### config.mk
export PLATFORM = sky130hd
export DESIGN_NAME = tremolo_mod
export DESIGN_NICKNAME = d
export VERILOG_FILES = /design/src/rtl/tremolo_mod.sv
export SDC_FILE = /design/constraint.sdc
export NUM_CORES = 1
export LEC_CHECK = 0
export CAP_MARGIN = 20
export CELL_PAD_IN_SITES_DETAIL_PLACEMENT = 1
export CELL_PAD_IN_SITES_GLOBAL_PLACEMENT = 1
export CORE_ASPECT_RATIO = 0.5
export CORE_MARGIN = 1
export CORE_UTILIZATION = 43
export DETAILED_ROUTE_END_ITERATION = 7
export PLACE_DENSITY_LB_ADDON = 0.1
export SLEW_MARGIN = 10
export SYNTH_ARGS = -nofsm -noshare
export SYNTH_HDL_FRONTEND = slang
export SYNTH_SLANG_ARGS = --single-unit
### constraint.sdc
create_clock -name clk -period 5.5 [get_ports clk]
set_clock_uncertainty 0.15 [all_clocks]
set_input_delay 0.55 -clock clk [delete_from_list [all_inputs] [get_ports clk]]
set_output_delay 0.55 -clock clk [all_outputs]
set_load 0.05 [all_outputs]
### src/rtl/tremolo_mod.sv
// Tremolo amplitude modulator: scales signed samples by an LFO-derived gain through a
// 2-stage valid/ready pipeline and paces the upstream NCO with a rate-divided advance pulse.
module tremolo_mod #(
  parameter int W = 24,
  parameter int N = 8,
  parameter int D = 8,
  parameter int R = 16
) (
  input  logic                clk,
  input  logic                rst_n,
  input  logic                en,
  input  logic [D-1:0]        depth,
  input  logic [R-1:0]        rate,
  input  logic [N-1:0]        lfo,
  output logic                lfo_nxt,
  input  logic signed [W-1:0] in_data,
  input  logic                in_valid,
  output logic                in_ready,
  output logic signed [W-1:0] out_data,
  output logic                out_valid,
  input  logic                out_ready
);

  logic                s2_advance;
  logic                accept;
  logic [N+D-1:0]      scaled;
  logic [N-1:0]        gain;
  logic signed [W+N:0] prod;

  logic                s1_valid_q, s1_valid_d;
  logic                s1_en_q, s1_en_d;
  logic signed [W-1:0] s1_data_q, s1_data_d;
  logic [N-1:0]        s1_gain_q, s1_gain_d;
  logic                out_valid_q, out_valid_d;
  logic signed [W-1:0] out_data_q, out_data_d;
  logic [R-1:0]        cnt_q, cnt_d;
  logic                nxt_q, nxt_d;

  assign s2_advance = ~out_valid_q | out_ready;
  assign in_ready   = ~s1_valid_q | s2_advance;
  assign accept     = in_valid & in_ready;

  always_comb begin
    // (2^N-1) - x equals ~x in N bits; ~lfo likewise gives (2^N-1) - lfo.
    scaled = {{N{1'b0}}, depth} * {{D{1'b0}}, ~lfo};
    gain   = ~N'(scaled >> D);
    prod   = {{(N+1){s1_data_q[W-1]}}, s1_data_q} * {{(W+1){1'b0}}, s1_gain_q};

    s1_valid_d  = s1_valid_q;
    s1_en_d     = s1_en_q;
    s1_data_d   = s1_data_q;
    s1_gain_d   = s1_gain_q;
    out_valid_d = out_valid_q;
    out_data_d  = out_data_q;

    if (s2_advance) begin
      out_valid_d = s1_valid_q;
      if (s1_valid_q) begin
        out_data_d = s1_en_q ? W'(prod >>> N) : s1_data_q;
      end
    end

    if (in_ready) begin
      s1_valid_d = in_valid;
      if (accept) begin
        s1_en_d   = en;
        s1_data_d = in_data;
        s1_gain_d = gain;
      end
    end
  end

  always_comb begin
    cnt_d = cnt_q;
    nxt_d = 1'b0;
    if (!en || rate == '0) begin
      cnt_d = '0;
    end else if (accept) begin
      // >= rather than == so a lowered rate wraps at once instead of running through 2^R.
      if (cnt_q >= rate - R'(1)) begin
        cnt_d = '0;
        nxt_d = 1'b1;
      end else begin
        cnt_d = cnt_q + R'(1);
      end
    end
  end

  always_ff @(posedge clk or negedge rst_n) begin
    if (!rst_n) begin
      s1_valid_q  <= 1'b0;
      s1_en_q     <= 1'b0;
      s1_data_q   <= '0;
      s1_gain_q   <= '0;
      out_valid_q <= 1'b0;
      out_data_q  <= '0;
      cnt_q       <= '0;
      nxt_q       <= 1'b0;
    end else begin
      s1_valid_q  <= s1_valid_d;
      s1_en_q     <= s1_en_d;
      s1_data_q   <= s1_data_d;
      s1_gain_q   <= s1_gain_d;
      out_valid_q <= out_valid_d;
      out_data_q  <= out_data_d;
      cnt_q       <= cnt_d;
      nxt_q       <= nxt_d;
    end
  end

  assign out_data  = out_data_q;
  assign out_valid = out_valid_q;
  assign lfo_nxt   = nxt_q;

endmodule

* Yosys cells after proc, flatten, opt, wreduce, memory -nomap -nowiden
Cells that the tools add are included.
** Cells by class
- Magnitude comparators :: 1
- Reduce and logical (&&, ||, !) cells :: 6
- Add/subtract/negate cells :: 2
- Multiply operators :: 2
- Bitwise operators :: 7
- Mux-type cells :: 7
** Operator list (number)
- two-way mux 16 bit :: 3
- multiplier 24 x 9 -> 32 bit :: 1
- two-way mux 24 bit :: 1
- adder 16 x 1 -> 16 bit, second input constant :: 1
- greater-or-equal comparator 16 bit :: 1
- logical NOT 16 bit :: 1
- multiplier 8 x 8 -> 16 bit :: 1
- NOT 8 bit :: 2
- subtractor 16 x 1 -> 16 bit, second input constant :: 1
- AND reduction 2 bit :: 2
- two-way mux 1 bit :: 3
- NOT 1 bit :: 2
- bitwise OR 1 bit :: 2
- nonzero test 2 bit :: 1
- bitwise AND 1 bit :: 1
- logical NOT 1 bit :: 1
- logical OR 1 bit :: 1
** Storage, ports and cells
- Output and inout bits :: 27
- Word-level logic and storage cells :: 33
- Bits in registers :: 76
- Input bits :: 61

* Longest topological paths before layout
Gate-level depths: netlist (run 1).
- Depth after elaboration :: 6
- Mapped depth :: 21
- Gate-level depth less buffers :: 20

* Worst setup path after synthesis (run 1)
Ideal clock, no wire load.
- Kind :: reg2reg
- Start :: register s1_gain_q[1]
- End :: register out_data_q[22] (netlist: out_data[22])
- Arrival time :: 4987 ps
- Buffers on the path :: 2
- Required time :: 5222 ps
- Period minus slack after synthesis :: 5265 ps
- Setup time :: 128 ps
- Setup slack :: 235 ps
- Cell stages (with the launch flop) :: 21
- Cell sequence :: dfrtp_1 > clkbuf_1 > clkbuf_1 > nand2_1 > fa_1 > inv_1 > fa_1 > inv_1 > fa_1 > inv_1 > fa_1 > ha_1 > o21a_1 > o211ai_1 > or3_1 > o22a_1 > o221a_2 > o31a_1 > o21ai_0 > xnor2_1 > o21ai_0
** On the way
- Word-level cells in the longest chain between the ends :: 2
** Ends and longest elaborated chain
- start, declared :: line 33 : logic [N-1:0] s1_gain_q, s1_gain_d;
- start signal, assigned :: line 103 : s1_gain_q <= s1_gain_d;
- multiplier 24 x 9 -> 32 bit :: line 47 : prod = {{(N+1){s1_data_q[W-1]}}, s1_data_q} * {{(W+1){1'b0}}, s1_gain_q};
- two-way mux 24 bit :: line 59 : out_data_d = s1_en_q ? W'(prod >>> N) : s1_data_q;
- end signal, assigned :: line 105 : out_data_q <= out_data_d;
- end, declared :: line 35 : logic signed [W-1:0] out_data_q, out_data_d;
Every way passes these cells.
A chain may end at the register's enable or synchronous reset.

* Worst setup path after layout (run 1)
- Start :: register s1_gain_q[1]
- End :: register out_data_q[23] (netlist: out_data[23])
Same word-level chain as after synthesis.

==> summary.md, run 1 <==
| Metric | Value |
|---|---|
| Status | finished, final reports clean |
| Clock buffer count from CTS | 9 |
| Die area | 28960 um2 |
| Vias in the first global route | 10.65k |
| R2R Setup Slk | 190 ps |
| Clock Latency Late Sink | 380 ps |
| Drt pass-1 iters | 4 |
| Syn. warnings | 0 |
| FF-to-FF Start | s1_gain_q[1]$_DFFE_PN0P_ |
| Rows | 43 |
| Setup CP Type | flip-flop to flip-flop |
| Synthesized area | 12140 um2 |
| Die H | 120.8 um |
| Drt wl/cell | 18.22 um |
| Worst Path Max Fanout | 8 |
| DP HPWL | 27240 um |
| Layout cell share with drive strength beyond 1 | 10.55% |
| GRT met2 Usage | 42.88% |
| CP max stage cell | fa_1 |
| Leading cell type in the layout, fill and taps excluded | inv_1 |
| Initial Utilization | 43.83% |
| Clock slew at reported path FFs | 70 ps |
| Synth Net Count | 1698 |
| Sequential area share after synthesis | 15.66% |
| Avg Synthesized Cell Area | 9.029 um2 |
| Fmax | 188.2 MHz |
| Synth area leader | fa_1 |
| Slowest stage delay, CP | 550 ps |
| Routability Congestion | 0.9210 |
| Minimum clock period | 5314 ps |
| CP cell instances | buf_12, buf_4, nand2_1, fa_1, inv_1, fa_1, fa_1, inv_1, fa_1, inv_1, ha_1, nand2_1, nor3_1, a211o_1, a21oi_2, o31ai_2, buf_4, a211oi_2, buf_4, xnor2_1, mux2i_1, a21oi_1 |
| CP most frequent cell | fa_1 |
| Placed Instances | 1836 |
| HP Class | input port to async pin |
| Startpoint types | flip-flop |
| GRT met3 Usage | 3.858% |
| Final ANT Viol Nets | 0 |
| Die X-Extent | 239.7 um |
| Synth unique cells | 53 |
| Routed wire length | 33920 um |
| Arrival @ worst endpoint | 5450 ps |
| # IOs | 88 |
| Fin. max-slew vios | 0 |
| Post-synth top area share | 30.00% |
| Drt initial violations | 340 |
| Initial antenna violation count | 3 |
| Root Buffer | clkbuf_16 |
| H-tree depth | 3 |
| Fin cells | 1861 |
| Fin nets | 1827 |
| Slew headroom | 56.88% |
| Most frequent cells in the layout | inv_1, fa_1, nand2_1, ha_1, and2_1 |
| TritonCTS clock tree | done |
| Data required, critical path | 5640 ps |
| First-pass GRT wire length | 55630 um |
| Clock Tree Buf Depth | 2 |
| Synth Flop Type | dfrtp_1 |
| Std-Cell Core Area | 27710 um2 |
| Drc violations | 0 |
| Largest net degree at the start of global routing | 77 |
| Crit end category | flip-flop |
| EDFF count, synth | 0 |
| Vias | 9502 |
| Grt ovf | 0 |
| Async set-reset flop share out of synthesis | 100.0% |
| Worst R2R Path Depth | 22 |
| Maxcap violations | 0 |
| Total clock sinks | 76 |
| DR vias/cell | 5.106 |
| Final worst-path cycle share | 96.61% |
| Reg2Reg Capture Point | out_data[23]$_DFFE_PN0P_ |
| Tot GR Track Use | 25.00% |
| Syn Inst Count | 1345 |
| Final setup fails | 0 |
| Met1 usage | 33.39% |
| Final hold vios | 0 |
| Busiest grt layer | met2 |
| IO Port Bufs | 87 |
| Worst Max-Slew Pin Slew | 640.0 ps |
| Synthesis-to-finish area growth | 19.13% |
| Yosys reg bits | 76 |
| Synth area leaders | fa_1, dfrtp_1, ha_1, inv_1, and2_1 |
==> metal layers <==
layer	vias to the layer above	wire (um)
met5	-	0
met4	0	386
met3	29	1059
met2	129	16680
met1	4904	15790
li1	4440	-
==> layout make-up <==
cell class,count,area (um2)
Fill cell,3231,13240
Multi-Input combinational cell,956,9129
Sequential cell,76,1911
Timing Repair Buffer,173,1664
Inverter,258,968.4
Tap cell,382,478.0
Clock buffer,9,225.2
Clock inverter,6,90.09
Antenna cell,1,2.502
==> worst max path at each step <==
| stage | startpoint | to | cells past startpoint |
|---|---|---|---|
| 3_3_place_gp | s1_gain_q[1]$_DFFE_PN0P_ | out_data[23]$_DFFE_PN0P_ | 20 |
| 3_5_place_dp | s1_gain_q[1]$_DFFE_PN0P_ | out_data[23]$_DFFE_PN0P_ | 20 |
| 4_1_cts | s1_gain_q[1]$_DFFE_PN0P_ | out_data[23]$_DFFE_PN0P_ | 20 |
| 2_1_floorplan | s1_gain_q[1]$_DFFE_PN0P_ | out_data[22]$_DFFE_PN0P_ | 20 |
| 5_1_grt | s1_gain_q[3]$_DFFE_PN0P_ | out_data[23]$_DFFE_PN0P_ | 21 |
| 6_report | s1_gain_q[1]$_DFFE_PN0P_ | out_data[23]$_DFFE_PN0P_ | 22 |
==> state kept, by name, indices dropped and copies added, names as in the netlist <==
register / count
lfo_nxt: 1
out_valid: 1
s1_valid_q: 1
cnt_q: 16
s1_en_q: 1
s1_data_q: 24
out_data: 24
s1_gain_q: 8
==> cells in the mapped netlist, types with 2 or more instances <==
| library cell | n |
|---|---|
| inv_1 | 258 |
| fa_1 | 182 |
| nand2_1 | 154 |
| ha_1 | 110 |
| and2_1 | 96 |
| dfrtp_1 | 76 |
| clkbuf_1 | 48 |
| o21ai_0 | 45 |
| a21oi_1 | 41 |
| nand2b_1 | 41 |
| nor2_1 | 33 |
| xnor2_1 | 32 |
| nor2b_1 | 29 |
| xor2_1 | 27 |
| mux2_2 | 25 |
| mux2i_1 | 19 |
| a21o_1 | 13 |
| nand4_1 | 12 |
| nand3_1 | 11 |
| nor3_1 | 8 |
| nor3b_1 | 7 |
| a31oi_1 | 6 |
| and3_1 | 6 |
| a211oi_1 | 5 |
| buf_1 | 5 |
| nor4_1 | 5 |
| a211o_1 | 4 |
| o211ai_1 | 4 |
| o21a_1 | 4 |
| o21bai_1 | 4 |
| or3_1 | 3 |
| a2111oi_0 | 2 |
| a22o_1 | 2 |
| a31o_2 | 2 |
| a41oi_1 | 2 |
| and4_1 | 2 |
| nand3b_1 | 2 |
| nor2_2 | 2 |
| o31a_1 | 2 |
| o31ai_1 | 2 |
| or4_4 | 2 |
==> timing repair <==
item / in CTS / in global routing
resized for setup: 3 / 19
setup endpoints to repair: 3 / 15
pin swaps: 0 / 2
setup buffers: 0 / 6
gates cloned: 0 / 1
hold buffers: 0 / 0
==> cell families after synthesis <==
group | share of synthesized area (%)
xor gates and xnor gates | 4.255
buffers and inverters | 9.716
DFF | 15.66
adders and majority gates | 41.34
and+or+nand+nor | 17.66
AOI/OAI and AO/OA | 7.490
muxes | 3.884
==> per-stage QoR <==
step	worst slack, ps	hold slack [ps]	setup TNS, ps	utilization (%)	cell area (um2)
6_report	186.2	10.26	0	52.21	14470
5_1_grt	-37.06	38.66	-37.06	52.21	14470
4_1_cts	15.76	258.8	0	51.44	14250
3_5_place_dp	-95.23	321.5	-149.2	50.29	13930
3_3_place_gp	-79.25	311.4	-79.25	50.29	13930
2_1_floorplan	235.2	104.4	0	-	12140
==> critical path: cells and delay by family, from the launching register on <==
| family | cells | cell delay (ps) |
|---|---|---|
| DFF | 1 | 420 |
| and+or+nand+nor | 3 | 470 |
| xor gates and xnor gates | 1 | 160 |
| adders and majority gates | 5 | 2370 |
| muxes | 1 | 90 |
| AOI/OAI and AO/OA | 5 | 830 |
| buffers and inverters | 7 | 750 |
Power of run 1 is left out: the tool's default activity adds up to more than one toggle a clock period on the data nets, which glitch-free logic cannot reach.
==> run 2, diff against run 1 <==
--- a/config.mk
+++ b/config.mk
@@ -8,10 +8,11 @@
 export CAP_MARGIN = 20
 export CELL_PAD_IN_SITES_DETAIL_PLACEMENT = 1
 export CELL_PAD_IN_SITES_GLOBAL_PLACEMENT = 1
-export CORE_ASPECT_RATIO = 0.5
+export CORE_ASPECT_RATIO = 1.4
 export CORE_MARGIN = 1
-export CORE_UTILIZATION = 43
+export CORE_UTILIZATION = 47
 export DETAILED_ROUTE_END_ITERATION = 7
+export DONT_BUFFER_PORTS = 1
 export PLACE_DENSITY_LB_ADDON = 0.1
 export SLEW_MARGIN = 10
 export SYNTH_ARGS = -nofsm -noshare
==> summary.md, run 2 (synthesis results as in run 1) <==
| Metric | Value |
|---|---|
| Routed wire length | 33400 um |
| Leading cell type in the layout, fill and taps excluded | inv_1 |
| Final TNS setup | 0 ps |
| Worst Max-Slew Pin Slew | 716.1 ps |
| Die X-Extent | 137.9 um |
| Most frequent cells in the layout | inv_1, fa_1, nand2_1, ha_1, and2_1 |
| Grt ovf | 0 |
| Post-Place Setup Slack | -53.17 ps |
| Fmax | 185.1 MHz |
| Die area | 26500 um2 |
| Clock Tree Buf Depth | 2 |
| Tot GR Track Use | 25.94% |
| Unrepaired setup endpoints after global routing | yes |
| Fin nets | 1707 |
| Total clock sinks | 76 |
| Filler Cell Count | 2951 |
| Drt wl/cell | 19.90 um |
| HP Class | input port to flip-flop |
| Clock slew at reported path FFs | 70 ps |
| Setup CP Type | flip-flop to flip-flop |
| Data required, critical path | 5580 ps |
| IO Port Bufs | 0 |
| Layout cell share with drive strength beyond 1 | 9.713% |
| Die H | 192.2 um |
| Vias | 9072 |
| Drt initial violations | 274 |
| # IOs | 88 |
| DR vias/cell | 5.406 |
| Largest net degree at the start of global routing | 77 |
| Fin worst setup slack | 98.40 ps |
| First-pass GRT wire length | 51960 um |
| Clock buffer count from CTS | 9 |
| Final worst-path cycle share | 98.21% |
| Initial Utilization | 47.85% |
| Crit end category | flip-flop |
| Startpoint types | flip-flop |
| Status | finished, final reports clean |
| Drc violations | 0 |
| Clock Latency Late Sink | 350 ps |
| Ant diodes | 0 |
| Rows | 69 |
| TritonCTS clock tree | done |
| Routability Congestion | 0.8345 |
| Synthesis-to-finish area growth | 10.25% |
| Drt pass-1 iters | 4 |
| Initial antenna violation count | 1 |
| Vias in the first global route | 10.20k |
| Worst Path Max Fanout | 6 |
| Final hold vios | 0 |
| DP HPWL | 26180 um |
| Root Buffer | clkbuf_16 |
| Final setup fails | 0 |
| Fin. max-slew vios | 0 |
| Final ANT Viol Nets | 0 |
| Slew headroom | 52.11% |
| Maxcap violations | 0 |
| Arrival @ worst endpoint | 5480 ps |
| Minimum clock period | 5402 ps |
| H-tree depth | 3 |
| Std-Cell Core Area | 25380 um2 |
==> run 2: worst max-delay path, stage by stage, from the launching register on <==
cell	delay (ps)
dfrtp_2	430
buf_12	150
nand2_2	60
fa_1	530
inv_2	50
fa_1	500
inv_2	50
fa_1	520
inv_1	50
fa_1	510
ha_4	310
o21a_1	170
o211ai_1	180
or3_1	380
o22a_1	220
o221a_4	320
o31a_1	300
xnor2_1	150
mux2i_1	150
o21ai_1	90
==> run 2: through the flow <==
step                      hold slack, ps  util [%]  cell area (um2)  std cells
after global routing               156.1     52.75            13390       1678
after detailed placement           106.6     50.09            12710       1648
final                              155.6     52.75            13390       1678
after floorplan                    104.4         -            12140       1345
after global placement             106.6     50.09            12710       1648
after CTS                          149.8     51.54            13080       1666
==> run 2: per-layer routing <==
metal	global-route usage [%]	part of all wire, %
met5	0	0.039
met4	8.027	2.5
met3	2.824	3.2
met2	49.23	55
met1	29.74	39
==> run 2: worst paths after layout <==
kind | start | to | slack, ps | cells past startpoint
max | s1_gain_q[2]$_DFFE_PN0P_ | out_data[18]$_DFFE_PN0P_ | 100 | 19
max reg2reg | s1_gain_q[2]$_DFFE_PN0P_ | out_data[18]$_DFFE_PN0P_ | 100 | 19
max in group asynchronous | rst_n | s1_data_q[16]$_DFFE_PN0P_ | 4190 | 2
min reg2reg | s1_valid_q$_DFFE_PN0N_ | out_valid$_DFFE_PN0P_ | 380 | 1
min | in_valid | s1_valid_q$_DFFE_PN0N_ | 160 | 1
min in group asynchronous | rst_n | out_data[7]$_DFFE_PN0P_ | 570 | 2
==> run 2: final cells by class <==
class	count	area [um2]	area share [%]
clock buffers	9	225.2	1.682
flip-flops and latches	76	1917	14.32
well taps	319	399.1	2.981
multi-input cells	956	9174	68.52
inverters	258	968.4	7.233
repair buffers	53	608.1	4.542
clock inverters	7	97.59	0.7289
==> run 2: repair_timing <==
action                     in CTS  in global routing
hold endpoints to repair       76                  0
pin swaps                       0                 16
setup buffers                   0                  7
setup endpoints to repair       3                 12
hold buffers                    2                  0
cloned                          0                  5
gates resized for setup         3                 32
Power of run 2 is left out for the same reason.
